File: src/rtl/joy_adc_spi_reader.sv
// ============================================================================
//  Module      : joy_adc_spi_reader
//  Description : Free-running two-channel SPI ADC scanner for an analogue
//                joystick. Each scan converts channel 0 (X) then channel 1
//                (Y) and publishes both codes together with the switch level.
//                Optional macro JOY_ADC_DEADZONE_EN snaps codes within
//                DEADZONE of mid-scale (512) to exactly 512.
//  Revision    : 1.0 - initial release
// ============================================================================
`default_nettype none

module joy_adc_spi_reader #(
    parameter int SCLK_DIV = 4,
    parameter int SCAN_GAP = 1000,
    parameter int DEADZONE = 16
) (
    input  logic       clk,
    input  logic       rst,
    input  logic       enable,
    input  logic       adc_miso,
    input  logic       joy_sw,
    output logic       adc_cs_n,
    output logic       adc_sclk,
    output logic       adc_mosi,
    output logic [9:0] digital_x,
    output logic [9:0] digital_y,
    output logic       joy_button,
    output logic       sample_valid,
    output logic       busy
);

    localparam int HALF_W = $clog2(SCLK_DIV);
    localparam int GAP_W  = (SCAN_GAP > 1) ? $clog2(SCAN_GAP) : 1;

    localparam logic [HALF_W-1:0] C_HALF_LAST = HALF_W'(SCLK_DIV - 1);
    localparam logic [GAP_W-1:0]  C_GAP_LAST  = GAP_W'(SCAN_GAP - 1);
    localparam logic [3:0]        C_EDGE_LAST = 4'd15;
    localparam logic [3:0]        C_EDGE_DATA = 4'd6;

    typedef enum logic [2:0] {
        S_IDLE     = 3'd0,
        S_CS_SETUP = 3'd1,
        S_SHIFT    = 3'd2,
        S_CS_HOLD  = 3'd3,
        S_GAP      = 3'd4
    } state_t;

    state_t             r_state;
    state_t             w_next;

    logic [HALF_W-1:0]  r_half_cnt;
    logic               r_sclk_ph;      // 0 = low half, 1 = high half of SCLK
    logic [3:0]         r_edge_cnt;     // SCLK period index, 0..15
    logic [GAP_W-1:0]   r_gap_cnt;
    logic               r_ch;           // channel being converted
    logic [9:0]         r_shift;
    logic [9:0]         r_x_cap;
    logic [9:0]         r_x;
    logic [9:0]         r_y;
    logic               r_btn;
    logic               r_valid;

    logic               w_half_done;
    logic               w_gap_done;
    logic               w_cmd_bit;
    logic               w_cs_n;
    logic               w_sclk;
    logic               w_mosi;
    logic               w_busy;

    assign w_half_done = (r_half_cnt == C_HALF_LAST);
    assign w_gap_done  = (r_gap_cnt == C_GAP_LAST);

`ifdef JOY_ADC_DEADZONE_EN
    localparam int C_DZ_LO = 512 - DEADZONE;
    localparam int C_DZ_HI = 512 + DEADZONE;

    // Codes inside the centre window are snapped to mid-scale.
    function automatic logic [9:0] f_publish(input logic [9:0] c);
        int v;
        v = int'({22'd0, c});
        if (v >= C_DZ_LO && v <= C_DZ_HI) begin
            return 10'd512;
        end
        return c;
    endfunction
`else
    logic w_unused_dz;
    assign w_unused_dz = (DEADZONE != 0);

    // Without the dead zone the raw code is published.
    function automatic logic [9:0] f_publish(input logic [9:0] c);
        return c;
    endfunction
`endif

    // Command word 1,1,ch,1 for the first four SCLK periods, then zeros.
    always_comb begin
        w_cmd_bit = 1'b0;
        case (r_edge_cnt)
            4'd0:    w_cmd_bit = 1'b1;
            4'd1:    w_cmd_bit = 1'b1;
            4'd2:    w_cmd_bit = r_ch;
            4'd3:    w_cmd_bit = 1'b1;
            default: w_cmd_bit = 1'b0;
        endcase
    end

    // State register.
    always_ff @(posedge clk) begin
        if (rst) begin
            r_state <= S_IDLE;
        end else begin
            r_state <= w_next;
        end
    end

    // Next-state logic and SPI pin decode.
    always_comb begin
        w_next = r_state;
        w_cs_n = 1'b1;
        w_sclk = 1'b0;
        w_mosi = 1'b0;
        w_busy = 1'b1;
        case (r_state)
            S_IDLE: begin
                w_busy = 1'b0;
                if (enable) begin
                    w_next = S_CS_SETUP;
                end
            end
            S_CS_SETUP: begin
                w_cs_n = 1'b0;
                if (w_half_done) begin
                    w_next = S_SHIFT;
                end
            end
            S_SHIFT: begin
                w_cs_n = 1'b0;
                w_sclk = r_sclk_ph;
                w_mosi = w_cmd_bit;
                if (w_half_done && r_sclk_ph && (r_edge_cnt == C_EDGE_LAST)) begin
                    w_next = S_CS_HOLD;
                end
            end
            S_CS_HOLD: begin
                if (w_half_done) begin
                    w_next = r_ch ? S_GAP : S_CS_SETUP;
                end
            end
            S_GAP: begin
                if (w_gap_done) begin
                    w_next = enable ? S_CS_SETUP : S_IDLE;
                end
            end
            default: begin
                w_next = S_IDLE;
            end
        endcase
    end

    // Half-period, SCLK phase, edge and gap counters; all restart on state entry.
    always_ff @(posedge clk) begin
        if (rst) begin
            r_half_cnt <= '0;
            r_sclk_ph  <= 1'b0;
            r_edge_cnt <= 4'd0;
            r_gap_cnt  <= '0;
        end else if (r_state != w_next) begin
            r_half_cnt <= '0;
            r_sclk_ph  <= 1'b0;
            r_edge_cnt <= 4'd0;
            r_gap_cnt  <= '0;
        end else begin
            case (r_state)
                S_CS_SETUP, S_CS_HOLD: begin
                    r_half_cnt <= r_half_cnt + HALF_W'(1);
                end
                S_SHIFT: begin
                    if (w_half_done) begin
                        r_half_cnt <= '0;
                        r_sclk_ph  <= ~r_sclk_ph;
                        if (r_sclk_ph) begin
                            r_edge_cnt <= r_edge_cnt + 4'd1;
                        end
                    end else begin
                        r_half_cnt <= r_half_cnt + HALF_W'(1);
                    end
                end
                S_GAP: begin
                    r_gap_cnt <= r_gap_cnt + GAP_W'(1);
                end
                default: begin
                    r_half_cnt <= '0;
                end
            endcase
        end
    end

    // Data capture on SCLK rising edges 7..16, channel sequencing and publish.
    always_ff @(posedge clk) begin
        if (rst) begin
            r_ch    <= 1'b0;
            r_shift <= 10'd0;
            r_x_cap <= 10'd0;
            r_x     <= 10'd0;
            r_y     <= 10'd0;
            r_btn   <= 1'b0;
            r_valid <= 1'b0;
        end else begin
            r_valid <= 1'b0;
            // MISO is taken on the clk edge that raises SCLK.
            if ((r_state == S_SHIFT) && w_half_done && !r_sclk_ph &&
                (r_edge_cnt >= C_EDGE_DATA)) begin
                r_shift <= {r_shift[8:0], adc_miso};
            end
            if ((r_state == S_CS_HOLD) && w_half_done) begin
                if (!r_ch) begin
                    r_x_cap <= r_shift;
                    r_ch    <= 1'b1;
                end else begin
                    r_x     <= f_publish(r_x_cap);
                    r_y     <= f_publish(r_shift);
                    r_btn   <= joy_sw;
                    r_valid <= 1'b1;
                    r_ch    <= 1'b0;
                end
            end
        end
    end

    assign adc_cs_n     = w_cs_n;
    assign adc_sclk     = w_sclk;
    assign adc_mosi     = w_mosi;
    assign busy         = w_busy;
    assign digital_x    = r_x;
    assign digital_y    = r_y;
    assign joy_button   = r_btn;
    assign sample_valid = r_valid;

endmodule

`default_nettype wire

File: config.mk
export PLATFORM = sky130hd
export DESIGN_NAME = joy_adc_spi_reader
export DESIGN_NICKNAME = d
export VERILOG_FILES = /design/src/rtl/joy_adc_spi_reader.sv
export SDC_FILE = /design/constraint.sdc
export NUM_CORES = 1
export LEC_CHECK = 0
export CAP_MARGIN = 20
export CORE_UTILIZATION = 40
export DETAILED_ROUTE_END_ITERATION = 6
export PLACE_DENSITY = 0.7
export SYNTH_ARGS = -nofsm -noshare
export SYNTH_HDL_FRONTEND = slang
export SYNTH_SLANG_ARGS = --single-unit
File: constraint.sdc
create_clock -name clk -period 5 [get_ports clk]
set_input_delay 1 -clock clk [delete_from_list [all_inputs] [get_ports clk]]
set_output_delay 1 -clock clk [all_outputs]
set_load 0.05 [all_outputs]
==> flow_metrics.env <==
export IMPL_ff2ff_path_depth=5
export IMPL_rr_endpoint="r_shift[3]"
export IMPL_postSynthAreaPerCell_um2=8.80
export IMPL_min_period_over_period=0.657
export IMPL_die_y_um=82.4
export IMPL_clk_pin_slew_ns=0.07
export IMPL_hold_path_class="reg -> reg"
export IMPL_cts_resized=0
export IMPL_place_hpwl_mm=3.23
export IMPL_core_area_um2=6100
export IMPL_critPathLaunch="r_edge_cnt[0]"
export IMPL_relSlewSlack=0.486
export IMPL_cts_buffers=9
export IMPL_cts_sinks=63
export IMPL_cts_tree="yes"
export IMPL_io_pins=31
export IMPL_endpoint="adc_mosi"
export IMPL_status="finished clean"
export IMPL_rsz0062_at_grt="false"
export IMPL_seq_area_frac_synth=0.487
export IMPL_arrival_ns=2.29
export IMPL_utilization=0.514
export IMPL_placed_area_um2=2930
export IMPL_p_leak_nw=1.06
export IMPL_r2r_setup_slack_ns=2.94
export IMPL_grt_usage=0.174
export IMPL_crit_type="reg -> out"
export IMPL_grt_start_max_net_pins=49
export IMPL_synth_nets=305
export IMPL_hold_viol=0
export IMPL_viasPerCell=5.08
export IMPL_clkLatencyLatePin_ns=0.34
export IMPL_dpl_worst_slack_ns=2.09
export IMPL_cts_hold_buf=0
export IMPL_drtIter0Drc=125
export IMPL_synth_edf_count=0
export IMPL_setup_viol_count_final=0
export IMPL_finalInstanceArea_um2=3130
export IMPL_tns_ns=0
export IMPL_firstDrtPassIters=6
export IMPL_wl_per_cell_um=12.9
export IMPL_die_x_um=82.4
export IMPL_n_antenna_cell=0
export IMPL_cellPowerDensity_nw_per_um2=307
export IMPL_cp_max_fo=4
export IMPL_grt_pass1_vias=1906
export IMPL_skew_ns=0.0105
export IMPL_wl_mm=5.17
export IMPL_synthFlopType="dfxtp_1"
export IMPL_tightestPinTransition_ns=0.771
export IMPL_drc_errors=0
export IMPL_globalRouteOverflowTotal=0
export IMPL_ys_ff_latch=63
export IMPL_port_buffers=30
export IMPL_syn_area_um2=2590
export IMPL_cts_setup_buffers=0
export IMPL_route_vias_total=2044
export IMPL_required_ns=4.00
export IMPL_clock_path_buffers=2
export IMPL_initial_core_util=0.424
export IMPL_cts_root_buffer="clkbuf_8"
export IMPL_synthArstFlopShare=0
export IMPL_reg2reg_from="r_state[1]"
export IMPL_drive_above_1_share=0.0673
export IMPL_ant_nets=0
export IMPL_gp_congestion=0.748
export IMPL_antenna_found_initial=0
export IMPL_startpoint_type="register"
export IMPL_htree_levels=3
export IMPL_die_area_um2=6790
export IMPL_min_period_ns=3.29
export IMPL_seq_area_um2=1260
export IMPL_synthCells=294
export IMPL_syn2layout_area_growth_pct=21.1
export IMPL_slew_viol_final=0
export IMPL_multi_input_area_um2=1230
export IMPL_synth_cell_types=38
export IMPL_rows=28
export IMPL_setup_ws_ns=1.71
export IMPL_nFillCells=595
export IMPL_peakVddDrop_mv=0.186
export IMPL_ys_warn_count=0
export IMPL_end_kind="output port"
export IMPL_grt_pass1_wl_mm=8.82
export IMPL_fmaxAchievable_mhz=304
export IMPL_fin_nets=333
export IMPL_cap_violations=0
Yosys cell counts, drive strengths merged (4+ instances only):
| master | instances | share of area |
|---|---|---|
| dfxtp | 63 | 0.49 |
| clkbuf | 8 | 0.012 |
| nand3 | 4 | 0.0077 |
| a21oi | 29 | 0.056 |
| nor2 | 42 | 0.061 |
| mux2i | 21 | 0.081 |
| ha | 6 | 0.029 |
| inv | 7 | 0.010 |
| xnor2 | 9 | 0.030 |
| xor2 | 5 | 0.017 |
| buf | 9 | 0.021 |
| nor3 | 6 | 0.012 |
| nand2 | 52 | 0.075 |
worst min path at each step:
stage,startpoint,end,slack [ns],cells after the start
global placement,r_x_cap[3],digital_x[3],0.44,2
global route,joy_button,joy_button,0.47,2
CTS,digital_y[9],digital_y[9],0.46,2
floorplan,r_x_cap[0],digital_x[0],0.43,2
finish,digital_y[3],digital_y[3],0.45,2
detailed placement,r_x_cap[2],digital_x[2],0.44,2
kinds of logic after synthesis:
| group | count (synthesis) | share of synthesized area |
|---|---|---|
| compound gates | 42 | 0.0987 |
| xor+xnor | 14 | 0.0474 |
| fa+ha+maj | 6 | 0.0290 |
| buf+inv | 24 | 0.0426 |
| flops | 63 | 0.487 |
| mux | 21 | 0.0812 |
| simple gates | 124 | 0.214 |
metal layers:
metal	global-route usage	part of all wire	vias up
met4	0.0825	0.0079	0
met2	0.273	0.45	31
met5	0	0	-
met1	0.220	0.50	969
met3	0.0495	0.046	4
li1	-	-	1040
metrics by stage:
stage | total power, mW | cells | hold WS [ns]
after floorplan | 0.536 | 294 | 0.431
after global placement | 0.544 | 385 | 0.442
after detailed placement | 0.544 | 385 | 0.445
after CTS | 0.970 | 401 | 0.456
after global routing | 0.995 | 402 | 0.475
final | 0.963 | 402 | 0.454
registers in the layout, summed over array words and instances (netlist names):
name          flops
digital_x        10
digital_y        10
r_gap_cnt        10
r_shift          10
r_x_cap          10
r_edge_cnt        4
r_state           3
r_half_cnt        2
joy_button        1
r_ch              1
r_sclk_ph         1
sample_valid      1
power by group:
group	total [mW]	internal [mW]	switching, mW	leakage (nW)
Clock	0.430	0.244	0.186	0.0936
Sequential	0.505	0.503	0.00243	0.508
Combinational	0.0276	0.00967	0.0180	0.457
Total	0.963	0.756	0.207	1.06
worst max-delay path, cell delays in order, from the launching register on:
cell and delay, ns:
dfxtp_1 0.38, inv_1 0.10, ha_1 0.22, a2111oi_0 0.44, nor4_1 0.09, clkdlybuf4s50_1 0.71
cells in the final DEF (no fill, tap or decap), types with 2 or more instances in the layout:
| master | Yosys | layout |
|---|---|---|
| dfxtp_1 | 63 | 63 |
| nand2_1 | 52 | 52 |
| nor2_1 | 42 | 42 |
| clkdlybuf4s50_1 | 0 | 30 |
| a21oi_1 | 29 | 29 |
| mux2i_1 | 21 | 21 |
| clkbuf_8 | 0 | 10 |
| xnor2_1 | 9 | 9 |
| inv_1 | 7 | 7 |
| ha_1 | 6 | 6 |
| xor2_1 | 5 | 5 |
| nand3_1 | 4 | 4 |
| nor3_1 | 6 | 4 |
| or3_1 | 3 | 3 |
| nor4_1 | 3 | 3 |
| nand2b_1 | 3 | 3 |
| nand4_1 | 3 | 3 |
| clkbuf_1 | 8 | 3 |
| buf_4 | 1 | 3 |
| nor3_2 | 0 | 2 |
| o21a_1 | 2 | 2 |
| o21ai_0 | 2 | 2 |
cell type report:
cell class | count | area share
Clock buffer | 13 | 0.0475
Clock inverter | 3 | 0.0136
Inverter | 7 | 0.00839
Multi-Input combinational cell | 207 | 0.391
Sequential cell | 63 | 0.403
Tap cell | 75 | 0.0300
Timing Repair Buffer | 34 | 0.107
Note: power is estimated with default switching activity, not from simulation.
